===== src/rtl/bcd_display_scan.sv =====
// ---------------------------------------------------------------------------
// bcd_display_scan
//
// Purpose:
//   Time-multiplexed driver for a 4-digit common-anode seven-segment display
//   fed by the reaction-timer counter. Digits 0..2 show the ones, tens and
//   hundreds BCD digits. Digit 3 shows the rank of the one-hot overflow ladder.
//   The counter outputs are captured into a snapshot on a load strobe so the
//   display never shows a half-updated count.
//
// Optional feature:
//   Define BCD_DISPLAY_BLANK_EN to enable leading-zero blanking. A blanked
//   digit keeps its anode in the scan but drives all segments off. Without the
//   macro every digit is always shown.
//
// Parameters:
//   SCAN_DIV  - clock cycles each digit stays lit (2 .. 2^20)
//   PRESC_W   - prescaler width, 2^PRESC_W >= SCAN_DIV
//
// Ports:
//   clock      in   1   system clock, rising edge
//   reset      in   1   asynchronous, active-high reset
//   load       in   1   snapshot strobe for one/ten/hun/overflow
//   one        in   4   BCD ones digit
//   ten        in   4   BCD tens digit
//   hun        in   4   BCD hundreds digit
//   overflow   in  10   one-hot overflow ladder, 0 = no overflow
//   an         out  4   digit anodes, active-low, an[0] = ones
//   seg        out  7   segments {g,f,e,d,c,b,a}, active-low
//   busy_digit out  2   index of the digit currently lit
// ---------------------------------------------------------------------------
module bcd_display_scan #(
    parameter int SCAN_DIV = 50000,
    parameter int PRESC_W  = 20
) (
    input  logic        clock,
    input  logic        reset,
    input  logic        load,
    input  logic [3:0]  one,
    input  logic [3:0]  ten,
    input  logic [3:0]  hun,
    input  logic [9:0]  overflow,
    output logic [3:0]  an,
    output logic [6:0]  seg,
    output logic [1:0]  busy_digit
);

    localparam logic [PRESC_W-1:0] PRESC_MAX  = PRESC_W'(SCAN_DIV - 1);
    localparam logic [PRESC_W-1:0] PRESC_ZERO = {PRESC_W{1'b0}};
    localparam logic [PRESC_W-1:0] PRESC_ONE  = {{(PRESC_W-1){1'b0}}, 1'b1};

    localparam logic [6:0] SEG_OFF  = 7'h7F;
    localparam logic [6:0] SEG_DASH = 7'h3F;
    localparam logic [3:0] CODE_BAD = 4'hF;

    // Active-low segment pattern for a BCD code; non-decimal codes show a dash.
    function automatic logic [6:0] bcd_to_seg(input logic [3:0] code);
        logic [6:0] pat;
        case (code)
            4'd0:    pat = 7'h40;
            4'd1:    pat = 7'h79;
            4'd2:    pat = 7'h24;
            4'd3:    pat = 7'h30;
            4'd4:    pat = 7'h19;
            4'd5:    pat = 7'h12;
            4'd6:    pat = 7'h02;
            4'd7:    pat = 7'h78;
            4'd8:    pat = 7'h00;
            4'd9:    pat = 7'h10;
            default: pat = SEG_DASH;
        endcase
        return pat;
    endfunction

    // Rank of the overflow ladder as a display code. No bit set gives 0, a
    // single bit k gives k+1 with rank 10 wrapping to 0, and an illegal
    // multi-bit ladder gives a non-decimal code so it renders as a dash.
    function automatic logic [3:0] ovf_rank(input logic [9:0] v);
        logic [3:0] cnt;
        logic [3:0] pos;
        logic [3:0] rank;
        cnt = 4'd0;
        pos = 4'd0;
        for (int i = 0; i < 10; i++) begin
            if (v[i]) begin
                cnt = cnt + 4'd1;
                pos = 4'(i);
            end else begin
                cnt = cnt;
            end
        end
        if (cnt == 4'd0) begin
            rank = 4'd0;
        end else if (cnt != 4'd1) begin
            rank = CODE_BAD;
        end else if (pos == 4'd9) begin
            rank = 4'd0;
        end else begin
            rank = pos + 4'd1;
        end
        return rank;
    endfunction

    logic [PRESC_W-1:0] presc_r;
    logic [1:0]         idx_r;
    logic [3:0]         one_r;
    logic [3:0]         ten_r;
    logic [3:0]         hun_r;
    logic [9:0]         ovf_r;

    logic [3:0]         rank_s;
    logic [3:0]         code_s;
    logic               blank_s;
    logic [3:0]         an_next_s;
    logic [6:0]         seg_next_s;

    // Prescaler and digit index: the index steps each time the prescaler wraps.
    always_ff @(posedge clock or posedge reset) begin
        if (reset) begin
            presc_r <= PRESC_ZERO;
            idx_r   <= 2'd0;
        end else if (presc_r == PRESC_MAX) begin
            presc_r <= PRESC_ZERO;
            idx_r   <= idx_r + 2'd1;
        end else begin
            presc_r <= presc_r + PRESC_ONE;
            idx_r   <= idx_r;
        end
    end

    // Snapshot of the counter outputs, captured together on load.
    always_ff @(posedge clock or posedge reset) begin
        if (reset) begin
            one_r <= 4'd0;
            ten_r <= 4'd0;
            hun_r <= 4'd0;
            ovf_r <= 10'd0;
        end else if (load) begin
            one_r <= one;
            ten_r <= ten;
            hun_r <= hun;
            ovf_r <= overflow;
        end else begin
            one_r <= one_r;
            ten_r <= ten_r;
            hun_r <= hun_r;
            ovf_r <= ovf_r;
        end
    end

    // Select the code, anode and blanking state for the digit being scanned.
    always_comb begin
        rank_s    = ovf_rank(ovf_r);
        code_s    = 4'd0;
        an_next_s = 4'b1111;
        blank_s   = 1'b0;
        case (idx_r)
            2'd0: begin
                code_s    = one_r;
                an_next_s = 4'b1110;
            end
            2'd1: begin
                code_s    = ten_r;
                an_next_s = 4'b1101;
`ifdef BCD_DISPLAY_BLANK_EN
                // A dash above (non-zero code) stops the blanking chain.
                blank_s   = (ovf_r == 10'd0) && (hun_r == 4'd0) && (ten_r == 4'd0);
`else
                blank_s   = 1'b0;
`endif
            end
            2'd2: begin
                code_s    = hun_r;
                an_next_s = 4'b1011;
`ifdef BCD_DISPLAY_BLANK_EN
                blank_s   = (ovf_r == 10'd0) && (hun_r == 4'd0);
`else
                blank_s   = 1'b0;
`endif
            end
            2'd3: begin
                code_s    = rank_s;
                an_next_s = 4'b0111;
`ifdef BCD_DISPLAY_BLANK_EN
                // Rank 10 also shows 0 but is a real overflow, so test the ladder.
                blank_s   = (ovf_r == 10'd0);
`else
                blank_s   = 1'b0;
`endif
            end
            default: begin
                code_s    = 4'd0;
                an_next_s = 4'b1111;
                blank_s   = 1'b0;
            end
        endcase
        if (blank_s) begin
            seg_next_s = SEG_OFF;
        end else begin
            seg_next_s = bcd_to_seg(code_s);
        end
    end

    // Registered display outputs, one cycle behind the index and snapshot.
    always_ff @(posedge clock or posedge reset) begin
        if (reset) begin
            an         <= 4'b1111;
            seg        <= SEG_OFF;
            busy_digit <= 2'd0;
        end else begin
            an         <= an_next_s;
            seg        <= seg_next_s;
            busy_digit <= idx_r;
        end
    end

endmodule

===== config.mk =====
export PLATFORM = sky130hd
export DESIGN_NAME = bcd_display_scan
export DESIGN_NICKNAME = d
export VERILOG_FILES = /design/src/rtl/bcd_display_scan.sv
export SDC_FILE = /design/constraint.sdc
export NUM_CORES = 1
export LEC_CHECK = 0
export CAP_MARGIN = 30
export CORE_MARGIN = 4
export CORE_UTILIZATION = 51
export DETAILED_ROUTE_END_ITERATION = 12
export PLACE_DENSITY = 0.76
export SLEW_MARGIN = 20
export SYNTH_ARGS = -nofsm -noshare
export SYNTH_HDL_FRONTEND = slang
export SYNTH_SLANG_ARGS = --single-unit

===== constraint.sdc =====
create_clock -name clock -period 6.55 [get_ports clock]
set_clock_uncertainty 0.1 [all_clocks]
set_input_delay 0.9825 -clock clock [delete_from_list [all_inputs] [get_ports clock]]
set_output_delay 0.9825 -clock clock [all_outputs]
set_load 0.01 [all_outputs]

# Word level (Yosys, flattened, before mapping)
# Memory sizes are Yosys's and may differ from the RTL's. A register that Yosys moved wholly into a read port is not among the register bits.
# Cells that the tools add are included.
dict set report totals {
  register_bits 50
  word_cells 54
  mem_bits_ro 112
  input_bits 25
  output_inout_bits 13
  mem_count 1
}
# memory depth word_bits read_ports rd_clocked_by_memory_dff wr line_no
set memory_table {}
lappend memory_table {{(no name shown)} 16 7 1 1 0 59} ;# case (code)
dict set report op_classes {
  n_mux 25
  add_sub_neg 12
  reduce_logical 2
  eq_ne 6
}
# operator count
set op_table {}
lappend op_table {{two-way mux 4 bit} 20}
lappend op_table {{adder 4 x 1 -> 4 bit (second input constant)} 10}
lappend op_table {{one-hot mux 4 bit (4 select lines)} 2}
lappend op_table {{adder 20 x 1 -> 20 bit (second input constant)} 1}
lappend op_table {{== test 20 x 16 -> 1 bit (second input constant)} 1}
lappend op_table {{two-way mux 20 bit} 1}
lappend op_table {{== test 2 bit (second input constant)} 2}
lappend op_table {{== test 4 bit (second input constant)} 1}
lappend op_table {{zero test 4 bit} 1}
lappend op_table {{inequality test 4 x 1 -> 1 bit (second input constant)} 1}
lappend op_table {{adder 2 x 1 -> 2 bit (second input constant)} 1}
lappend op_table {{== test 2 x 1 -> 1 bit (second input constant)} 1}
lappend op_table {{zero test 2 bit} 1}
lappend op_table {{two-way mux 1 bit} 2}

# Depth between registers and ports, before layout
dict set report logic_depth {
  ltp_word 23
  depth_mapped 38
  ltp_nobuf 37
}

# Worst setup path after synthesis
# No wires, ideal clock.
dict set report synth_path {
  path_type {reg-to-reg}
  start {register ovf_r[1]}
  end {register seg[5]}
  t_required_ns 6.362
  path_stages_with_launch 38
  n_path_buf 1
  setup_time_ns 0.088
  path_slack_ns -0.057
  arrival_ns 6.418
  cell_sequence {dfrtp_1 -> inv_1 -> ha_1 -> xnor2_1 -> inv_1 -> ha_1 -> nand2_1 -> o31ai_1 -> ha_1 -> nand2_1 -> o21a_1 -> nand2_1 -> ha_1 -> nor2b_1 -> a31oi_1 -> ha_1 -> nand2b_1 -> o31ai_1 -> (+2 left out) -> nand2_1 -> o21ai_0 -> or2_2 -> ha_1 -> a21oi_1 -> a31oi_1 -> ha_1 -> nand3b_1 -> nand2b_1 -> o21ai_0 -> or3_1 -> buf_2 -> nand2_1 -> o31ai_1 -> inv_1 -> ha_1 -> nor3b_1 -> a21oi_1}
}
dict set report synth_between {
  elab_chain_len 21
  word_cells_on_any_way 34
  classes_between {add/sub (9); eq/ne (2); mux (22); reduce/logical (1)}
}
# item line_no
set synth_rtl {}
lappend synth_rtl {{start, declared} 109} ;# logic [9:0] ovf_r;
lappend synth_rtl {{start signal, assigned} 142} ;# ovf_r <= overflow;
lappend synth_rtl {{start signal, assigned} 147} ;# ovf_r <= ovf_r;
lappend synth_rtl {{two-way mux 4 bit} 85} ;# if (v[i]) begin
lappend synth_rtl {{adder 4 x 1 -> 4 bit} 86} ;# cnt = cnt + 4'd1;
lappend synth_rtl {{two-way mux 4 bit} 85}
lappend synth_rtl {{adder 4 x 1 -> 4 bit} 86}
lappend synth_rtl {{two-way mux 4 bit} 85}
lappend synth_rtl {{adder 4 x 1 -> 4 bit} 86}
lappend synth_rtl {{two-way mux 4 bit} 85}
lappend synth_rtl {{adder 4 x 1 -> 4 bit} 86}
lappend synth_rtl {{(+5 left out)} --}
lappend synth_rtl {{adder 4 x 1 -> 4 bit} 86}
lappend synth_rtl {{two-way mux 4 bit} 85}
lappend synth_rtl {{adder 4 x 1 -> 4 bit} 86}
lappend synth_rtl {{two-way mux 4 bit} 85}
lappend synth_rtl {{inequality test 4 x 1 -> 1 bit} 94} ;# end else if (cnt != 4'd1) begin
lappend synth_rtl {{two-way mux 4 bit} 94}
lappend synth_rtl {{two-way mux 4 bit *} 92} ;# if (cnt == 4'd0) begin
lappend synth_rtl {{one-hot mux 4 bit (4 select lines) *} 157} ;# case (idx_r)
lappend synth_rtl {{end, declared} 44} ;# output logic [6:0] seg,
# Every way passes the cells marked *; elsewhere a longest branch is shown, timed or not.
# A chain may end at the register's enable or synchronous reset.

# Worst setup path after layout
dict set report layout_path {
  start {register ovf_r[0]}
  end {register seg[4]}
}
dict set report layout_between {
  elab_chain_len 23
  word_cells_on_any_way 24
  classes_between {add/sub (9); eq/ne (1); mux (13); reduce/logical (1)}
}
# item line_no
set layout_rtl {}
lappend layout_rtl {{two-way mux 1 bit *} 85}
lappend layout_rtl {{adder 4 x 1 -> 4 bit} 86}
lappend layout_rtl {{two-way mux 4 bit *} 85}
lappend layout_rtl {{adder 4 x 1 -> 4 bit} 86}
lappend layout_rtl {{two-way mux 4 bit *} 85}
lappend layout_rtl {{adder 4 x 1 -> 4 bit} 86}
lappend layout_rtl {{two-way mux 4 bit *} 85}
lappend layout_rtl {{adder 4 x 1 -> 4 bit} 86}
lappend layout_rtl {{(+7 left out)} --}
lappend layout_rtl {{adder 4 x 1 -> 4 bit} 86}
lappend layout_rtl {{two-way mux 4 bit *} 85}
lappend layout_rtl {{adder 4 x 1 -> 4 bit} 86}
lappend layout_rtl {{two-way mux 4 bit *} 85}
lappend layout_rtl {{inequality test 4 x 1 -> 1 bit} 94}
lappend layout_rtl {{two-way mux 4 bit} 94}
lappend layout_rtl {{two-way mux 4 bit *} 92}
lappend layout_rtl {{one-hot mux 4 bit (4 select lines) *} 157}
# Marks and branches as above.

==> results by group <==
Power and ir drop
  – P per Cell Area: 291 mW/mm^2
  – Power Internal: 832 uW
  – Leak: 1.75 nW
  – Switching power total: 394 uW
  – Switching portion of total power: 0.321
  – Share of total power in sequential cells: 0.324
  – Total power: 1.23 mW
  – Peak supply drop: 0.000227 V
  – Clk pwr share: 0.284
  – Logic pwr share: 0.392

Timing
  – Endpoints failing setup: 0
  – Hold Violations, Final: 0
  – Final worst path period share: 0.969
  – Minimum clock period: 6.34 ns
  – Slew of the pin with the lowest slew margin: 0.714 ns
  – Slew Viols, Final: 0
  – Worst Slack Setup Final: 0.206 ns
  – Slew HR: 0.524
  – Fmax: 0.158 GHz

Floorplan
  – # rows: 29
  – Die Span Y: 89.1 um
  – Core area: 0.00635 mm^2
  – Initial Util: 0.528
  – I/O pin count: 38
  – Die W: 89.1 um
  – DIE AREA: 0.00793 mm^2

Finish
  – Layout cell share with drive strength beyond 1: 0.229
  – # fillers: 481
  – Final nets: 422
  – Area Overhead vs Synth: 25.6%
  – Non-Filler Instances: 461
  – N_diodes: 0

Yosys
  – Avg Inst Size Synth: 10.2 um^2
  – Synth warn: 0
  – Yosys top cell area share: 0.344
  – Synth area leaders: dfrtp_1 (34%), dfstp_2 (8.6%), xnor2_1 (7.1%), ha_1 (6.7%), mux2_2 (4.7%)
  – Cells after synthesis: 330
  – Yosys cell types: 55
  – Dominant synthesized flop cell: dfrtp_1
  – Async SR Flop Fraction: 1.00
  – EDFF count, synth: 0
  – Top post-synthesis cells by count: dfrtp_1 (46), nand2_1 (34), xnor2_1 (27)
  – Cell Area, Synth: 0.00335 mm^2
  – Most common cell in the netlist: dfrtp_1
  – Synth Register Bits: 57
  – Post-synthesis net count: 373
  – Post-synth top area cell: dfrtp_1
  – Post-synthesis sequential area ratio: 0.430

Critical path
  – RR Endpoint: seg[4]$_DFF_PP1_
  – FF-to-FF path depth: 37
  – Worst Path Class, Setup: reg2reg
  – Worst stage delay on the critical path: 0.39 ns
  – Startpoint types: flip-flop
  – Most used cell, CP: ha_1
  – CP endpoint kind: flip-flop
  – Max FO, Critical Path: 3
  – Slowest cell on the critical path: dfrtp_1
  – Launch point of the worst reg-to-reg path: ovf_r[0]$_DFFE_PP0P_
  – Setup crit end: seg[4]$_DFF_PP1_
  – CP Data Required Time: 6.70 ns
  – Critical Path AT: 6.50 ns
  – Reg2Reg Setup Slack: 0.21 ns
  – Critical Path Start: ovf_r[0]$_DFFE_PP0P_

Routing
  – Drt total wl: 7170 um
  – Wire length per cell: 15.5 um
  – # DRC: 0
  – Via count: 2556
  – 1st-pass router iterations: 4
  – Final antenna-violating net count: 0
  – Initial DRC count: 98
  – Via density: 5.54

Global routing
  – Global-route wire length before repair: 11900 um
  – Number of global-route vias before repair: 2630
  – Initial antenna violation count: 0
  – Grt ovf: 0
  – Total GRT Usage: 0.194
  – Pin count of the biggest net entering global routing: 58

Outcome
  – Status: complete, no violations

Clocking
  – CTS Buf Count: 9
  – CTS max path bufs: 2
  – CTS tree: done
  – Clock Sinks: 57
  – Clock-pin slew on the worst setup and hold paths: 0.06 ns
  – Clk_lat worst skew: 0.34 ns
  – Root buf cell: clkbuf_8
  – H-Tree Depth: 3
  – Cts hold-fix bufs: 0

Place
  – Port Buf Inserts: 37
  – GPL Wtd Cong: 0.902
  – Placed cells: 438
  – DP HPWL: 4950 um
  – Setup WS pre-CTS: -0.201 ns

Run
  – MaxCap Viol Count: 0

Hold path
  – HP Class: reg2reg
==> worst max-delay path: cells and delay by family, from the launching register on <==
kind / cells / cell delay (ns)
compound gates: 11 / 1.48
xor+xnor: 1 / 0.16
fa+ha+maj: 9 / 2.40
buf+inv: 4 / 0.32
flops: 1 / 0.39
simple gates: 12 / 1.41
==> cell usage in the layout, fill, tap and decap left out, types with 5 or more instances in the layout <==
| cell | count |
|---|---|
| xor2_1 | 5 |
| nand2_1 | 31 |
| buf_4 | 12 |
| inv_1 | 19 |
| nand4_1 | 6 |
| clkdlybuf4s50_1 | 37 |
| nand3_1 | 12 |
| dfstp_2 | 11 |
| ha_4 | 5 |
| dfrtp_1 | 46 |
| clkbuf_8 | 9 |
| mux2_2 | 14 |
| nor2_1 | 20 |
| a21oi_1 | 8 |
| and3_1 | 5 |
| ha_1 | 13 |
| xnor2_1 | 26 |
| o21ai_0 | 11 |
| nor3_1 | 7 |
==> per-stage QoR <==
step	setup TNS [ns]	utilization	hold WS (ns)	cell area [um^2]
floorplan	0	-	0.323	3360
global placement	0	0.600	0.338	3810
detailed placement	-0.804	0.602	0.353	3820
CTS	0	0.641	0.361	4070
global route	-0.282	0.663	0.397	4210
finish	0	0.663	0.356	4210
==> final cells by class <==
type,count,area [um^2],share of cell area
tap,77,96.3,0.0229
inverter,23,86.3,0.0205
clock buffer,12,135,0.0321
sequential,57,1440,0.342
multi-input combinational,237,1890,0.450
timing repair buffer,51,487,0.116
clock inverter,4,70.1,0.0167
==> layer usage <==
metal | global-route usage | vias up | routed length, um
met1 | 0.247 | 1227 | 3200
met2 | 0.323 | 49 | 3570
li1 | - | 1270 | -
met3 | 0.0525 | 10 | 304
met4 | 0.0663 | 0 | 95
met5 | 0 | - | 0
==> worst min path at each step <==
stage                                    start                       to  slack (ns)  depth (start not counted)
after floorplan           idx_r[1]$_DFFE_PP0N_  busy_digit[1]$_DFF_PP0_        0.32                          0
after global placement    presc_r[0]$_DFF_PP0_     presc_r[0]$_DFF_PP0_        0.34                          1
after detailed placement  presc_r[0]$_DFF_PP0_     presc_r[0]$_DFF_PP0_        0.35                          1
after CTS                 presc_r[0]$_DFF_PP0_     presc_r[0]$_DFF_PP0_        0.36                          1
after global routing      presc_r[0]$_DFF_PP0_     presc_r[0]$_DFF_PP0_        0.40                          1
final                     presc_r[0]$_DFF_PP0_     presc_r[0]$_DFF_PP0_        0.36                          1
==> timing repair <==
item / in CTS / in global routing
gates resized for setup: 6 / 20
pin swaps: 0 / 8
setup buffers: 1 / 6
endpoints found under the hold margin: 0 / 0
endpoints found under the setup margin: 6 / 7
==> logic make-up after synthesis <==
group	synth area share
flops	0.430
simple gates	0.158
buf+inv	0.0441
mux	0.0470
fa+ha+maj	0.0672
xor+xnor	0.108
compound gates	0.147
==> flip-flops by register name (all words and copies together) (netlist names) <==
register	cells
presc_r	20
ovf_r	10
seg	7
an	4
hun_r	4
one_r	4
ten_r	4
busy_digit	2
idx_r	2
==> power groups by stage <==
stage / logic [mW] / registers, mW / clock network [mW]
after floorplan: 0.297 / 0.395 / 0
after global placement: 0.364 / 0.402 / 0
after detailed placement: 0.378 / 0.402 / 0
after CTS: 0.397 / 0.396 / 0.360
after global routing: 0.527 / 0.400 / 0.377
final: 0.480 / 0.397 / 0.349
(Power assumes the default switching activity.)
